**config.mk**
```make
export PLATFORM = sky130hd
export DESIGN_NAME = debounce_sync
export DESIGN_NICKNAME = d
export VERILOG_FILES = /design/src/rtl/debounce_sync.sv
export SDC_FILE = /design/constraint.sdc
export NUM_CORES = 1
export LEC_CHECK = 0
export ABC_AREA = 1
export CORE_AREA = 2 2 39 41
export DETAILED_ROUTE_END_ITERATION = 16
export DIE_AREA = 0 0 41 43
export PLACE_DENSITY = 0.73
export SYNTH_ARGS = -nofsm -noshare
export SYNTH_HDL_FRONTEND = slang
export SYNTH_SLANG_ARGS = --single-unit
```
**constraint.sdc**
```tcl
create_clock -name clk -period 1.45 [get_ports clk]
set_clock_uncertainty 0.2 [all_clocks]
set_input_delay 0.435 -clock clk [delete_from_list [all_inputs] [get_ports clk]]
set_output_delay 0.435 -clock clk [all_outputs]
set_load 0.03 [all_outputs]
```
**src/rtl/debounce_sync.sv**
```systemverilog
// Two-flop synchroniser followed by a stability qualifier: q follows d_in only after the
// synchronised input has disagreed with q on STABLE_CYCLES consecutive clock edges.
module debounce_sync #(
    parameter int STABLE_CYCLES = 4,
    parameter int CNT_W         = 8
) (
    input  logic clk,
    input  logic rst,
    input  logic d_in,
    output logic q,
    output logic rise,
    output logic fall,
    output logic busy
);

    typedef enum logic {
        ST_STABLE = 1'b0,
        ST_QUAL   = 1'b1
    } state_t;

    localparam logic [CNT_W-1:0] CNT_LAST = CNT_W'(STABLE_CYCLES - 1);
    localparam logic [CNT_W-1:0] CNT_ONE  = CNT_W'(1);

    state_t           state_q, state_d;
    logic [CNT_W-1:0] cnt_q, cnt_d;
    logic             sync1_q, sync2_q;
    logic             level_q, level_d;
    logic             rise_q, rise_d;
    logic             fall_q, fall_d;
    logic             differs;

    // Only the second synchroniser stage is ever looked at by the qualifier.
    assign differs = (sync2_q != level_q);

    always_ff @(posedge clk) begin
        if (!rst) begin
            sync1_q <= 1'b0;
            sync2_q <= 1'b0;
            state_q <= ST_STABLE;
            cnt_q   <= '0;
            level_q <= 1'b0;
            rise_q  <= 1'b0;
            fall_q  <= 1'b0;
        end else begin
            sync1_q <= d_in;
            sync2_q <= sync1_q;
            state_q <= state_d;
            cnt_q   <= cnt_d;
            level_q <= level_d;
            rise_q  <= rise_d;
            fall_q  <= fall_d;
        end
    end

    always_comb begin
        state_d = state_q;
        cnt_d   = cnt_q;
        level_d = level_q;
        case (state_q)
            ST_STABLE: begin
                cnt_d = '0;
                if (differs) begin
                    state_d = ST_QUAL;
                    cnt_d   = CNT_ONE;
                end
            end
            ST_QUAL: begin
                if (!differs) begin
                    state_d = ST_STABLE;
                    cnt_d   = '0;
                end else if (cnt_q == CNT_LAST) begin
                    state_d = ST_STABLE;
                    cnt_d   = '0;
                    level_d = ~level_q;
                end else begin
                    cnt_d = cnt_q + CNT_ONE;
                end
            end
            default: begin
                state_d = ST_STABLE;
                cnt_d   = '0;
            end
        endcase
    end

    // Strobes are computed from the same qualifying condition and registered alongside q.
    always_comb begin
        rise_d = 1'b0;
        fall_d = 1'b0;
        if (state_q == ST_QUAL && differs && cnt_q == CNT_LAST) begin
            rise_d = ~level_q;
            fall_d = level_q;
        end
    end

    assign q    = level_q;
    assign rise = rise_q;
    assign fall = fall_q;
    assign busy = (state_q == ST_QUAL);

endmodule
```
* After elaboration in Yosys (flattened, before gate mapping)
Index checks and enable logic that the tools add are counted.
** Storage, ports and cells
- Register bits :: 14
- Bits of input ports :: 3
- Output and inout bits :: 4
- Logic and storage cells :: 24
** Cells by class
- $add $sub $neg :: 1
- Equal/unequal tests :: 2
- Multiplexer cells :: 8
- Bitwise gates (word level) :: 2
- Reduce and logical (&&, ||, !) cells :: 4
** Operators by type and width (count)
- 8-bit two-way mux :: 2
- 8-bit one-hot mux with 2 select lines :: 1
- 8-bit by 1-bit adder with 8-bit output, second input constant :: 1
- 8-bit by 2-bit == test with 1-bit output, second input constant :: 1
- 1-bit two-way mux :: 4
- 3-bit AND reduction :: 1
- 1-bit logical AND :: 2
- 1-bit inverter :: 2
- 1-bit one-hot mux with 2 select lines :: 1
- 2-bit AND reduction :: 1
- 1-bit != test :: 1

* Logic depth before layout (Yosys ltp)
- Depth after elaboration :: 4
- Depth in mapped cells :: 8
- Mapped depth without buffers :: 8

* Worst setup path before layout
OpenSTA, ideal clock, no wires.
- Kind :: register to register
- From :: reg level_q, in the netlist q
- To :: reg cnt_q[6]
- Setup time :: 0.062 ns
- Data arrival time :: 1.104 ns
- Data required time :: 1.188 ns
- Slack :: 0.084 ns
- Cell stages (with the launch flop) :: 7
- Buffers on the path :: 0
- Period minus slack after synthesis :: 1.366 ns
- Path through :: dfxtp_1 inv_2 nand2_2 nand4_2 nor2_4 inv_4 nor2_2
** Between the ends
- Cells in the longest elaborated chain, start to end :: 3
** RTL lines
- from (decl) :: RTL line 27 : logic level_q, level_d;
- from (signal assigned) :: RTL line 49 : level_q <= level_d;
- 1-bit != test :: RTL line 33 : assign differs = (sync2_q != level_q);
- 8-bit two-way mux :: RTL line 68 : if (!differs) begin
- 8-bit one-hot mux with 2 select lines :: RTL line 59 : case (state_q)
- to (signal assigned) :: RTL line 48 : cnt_q <= cnt_d;
- to (decl) :: RTL line 25 : logic [CNT_W-1:0] cnt_q, cnt_d;
No other way between the ends.
A chain may end at the register's enable or synchronous reset.

* Final worst setup path
- From :: reg state_q, in the netlist busy
- To :: out busy
** RTL lines
- from (decl) :: RTL line 24 : state_t state_q, state_d;
- from (signal assigned) :: RTL line 47 : state_q <= state_d;
- to (decl) :: RTL line 13 : output logic busy
No word-level cell between the ends.

==> flow_metrics.py <==
metrics = {
    "synth": {
        "avgSynthCellArea_um2": 8.50,
        "synth_seq_cells": 14,
        "synth_cell_type_count": 18,
        "syn-cell-area_um2": 612,
        "synth_nets": 76,
        "synthCells": 72,
        "ys_seq_area_share_pct": 45.8,
        "yosysWarnings": 0,
    },
    "route": {
        "ant_nets": 0,
        "met2RoutedLength_um": 486,
        "via_per_inst": 4.43,
        "wire_per_inst_um": 10.0,
        "vias": 447,
        "wl_met3_um": 20,
        "top_layer": "met4",
        "drt_first_pass_iters": 2,
        "drc": 0,
        "wl_met1_um": 486,
        "dr.first_iter.drc_count": 1,
        "wl_mm": 1.01,
    },
    "cells_and_area": {
        "fin_util_pct": 55.1,
        "area_growth_pct": 24.5,
        "layout_common_cells": "13 x nand2_1, 12 x dfxtp_1, 9 x inv_1",
        "diodes": 0,
        "layout_commonest_cell": "nand2_1",
        "instances_no_fill": 101,
        "drive_gt1_share_pct": 37.6,
        "finalNetCount": 90,
    },
    "timing": {
        "slew_viol_final": 0,
        "worst_slew_pin_slew_ps": 225,
        "hold_viol": 0,
        "timing.final.crit_share_pct": 97.9,
        "fmax_mhz": 704,
        "slew_headroom_pct": 85.0,
        "fin_hold_ws_ps": 217,
        "fin_crit_ps": 1420,
        "setup_tns_ps": 0,
        "setup_violations": 0,
    },
    "place": {
        "dp_hpwl_um": 705,
        "gp_congestion": 0.714,
        "io_buffers": 6,
        "placedCellCount": 96,
    },
    "setup_path": {
        "crit_slowest_cell": "dfxtp_2",
        "cp_data_required_time_ps": 820,
        "path_max_fanout": 3,
        "cp.depth": 1,
        "worstSetupEndpointType": "output port",
        "critPathTopFamily": "flip-flops",
        "startpoint_type": "flip-flop",
        "ff2ff_path_depth": 6,
        "crit_chain": "buf_4",
        "crit_buf_inv": 1,
        "critPathArrivalTime_ps": 780,
        "cp_slowest_stage_delay_ps": 350,
        "critPathKind": "flip-flop to output port",
    },
    "global_routing": {
        "grt_max_degree": 9,
        "antenna_found_initial": 0,
        "overflow": 0,
        "grt_usage_pct": 14.6,
        "grt_pass1_wl_mm": 1.70,
        "grt_pass1_vias": 428,
    },
    "clocking": {
        "htreeDepth": 1,
        "cts_sinks": 14,
        "tritoncts": "yes",
        "cts_buffers": 3,
        "path_clk_slew_ps": 80,
        "clock-root-buffer": "clkbuf_4",
        "clk_latency_ps": 270,
        "ctsLongestPathBuffers": 2,
        "cts_hold_buf": 0,
    },
    "die": {
        "fp.coreArea_um2": 1380,
        "initial_core_util_pct": 44.2,
        "rows": 14,
        "die_w_um": 41,
        "die_area_um2": 1760,
        "ios": 7,
        "dieHeight_um": 43,
    },
    "power": {
        "p_leak_nw": 0.313,
        "p_seq_share_pct": 56.8,
        "netSwitchingFraction_pct": 19.6,
        "peakVddDrop_v": 0.000414,
        "p_clk_share_pct": 39.7,
        "power_switching_uw": 134,
        "finalPower_uw": 686,
        "power_density_nw_per_um2": 900,
        "p_int_uw": 551,
        "combPwrFrac_pct": 3.5,
    },
    "job": {
        "maxCapViolations": 0,
    },
    "min_path": {
        "hold_depth": 2,
        "min_path_type": "flip-flop to flip-flop",
    },
    "run_status": {
        "status": "finished clean",
    },
}
-- final cells by class --
type                       instances  area (um2)
fill                             130         622
sequential                        14         285
inverter                          11        43.8
multi-input combinational         47         300
clock buffer                       4        36.3
tap                               16        20.0
timing repair buffer               9        76.3
-- per-layer routing --
| layer | up-vias | GRT usage (%) |
|---|---|---|
| li1 | 250 | - |
| met1 | 190 | 19.1 |
| met2 | 5 | 19.4 |
| met3 | 2 | 6.28 |
| met4 | 0 | 8.00 |
| met5 | - | 0 |
-- sequential cells by signal (all words and copies together) (netlist names) --
name,count
cnt_q,8
busy,1
fall,1
q,1
rise,1
sync1_q,1
sync2_q,1
-- through the flow --
stage               cell area, um2  setup slack [ps]
floorplan                      612              84.3
global placement               697              -200
detailed placement             697              -228
CTS                            742              3.94
global route                   762             -12.6
finish                         762              30.1
-- timing repair --
item,CTS,global route
resized for setup,4,2
buffers inserted,0,1
endpoints found under the setup margin,2,11
-- synth_stat cells --
| master | n | share of area (%) |
|---|---|---|
| a31oi_1 | 1 | 1.0 |
| dfxtp_1 | 14 | 46 |
| ha_1 | 1 | 2.0 |
| inv_1 | 9 | 5.5 |
| inv_2 | 1 | 0.61 |
| inv_4 | 1 | 1.0 |
| nand2_1 | 13 | 8.0 |
| nand2_2 | 3 | 3.1 |
| nand3_1 | 3 | 2.5 |
| nand3_2 | 1 | 1.6 |
| nand4_1 | 2 | 2.0 |
| nand4_2 | 1 | 2.0 |
| nor2_1 | 5 | 3.1 |
| nor2_2 | 8 | 8.2 |
| nor2_4 | 3 | 5.5 |
| nor3_1 | 1 | 0.82 |
| xnor2_1 | 2 | 2.9 |
| xor2_1 | 3 | 4.3 |
-- power by group through the flow --
stage	clock, mW	combinational [mW]	sequential, mW
floorplan	0	0.00865	0.401
global placement	0	0.0230	0.400
detailed placement	0	0.0236	0.400
CTS	0.285	0.0238	0.389
global route	0.304	0.0267	0.390
finish	0.272	0.0240	0.389
-- worst paths after layout --
path,startpoint,slack [ps],end
min reg2reg,sync1_q,220,sync2_q
min,sync1_q,220,sync2_q
max reg2reg,cnt_q[1],100,q
max,busy,30,busy
-- cells by family after synthesis --
group,after synthesis,share of synthesized area (%)
flops,14,45.8
compound gates,1,1.02
buf+inv,11,7.16
fa+ha+maj,1,2.04
xor+xnor,5,7.16
simple gates,40,36.8
(Power assumes the default switching activity.)
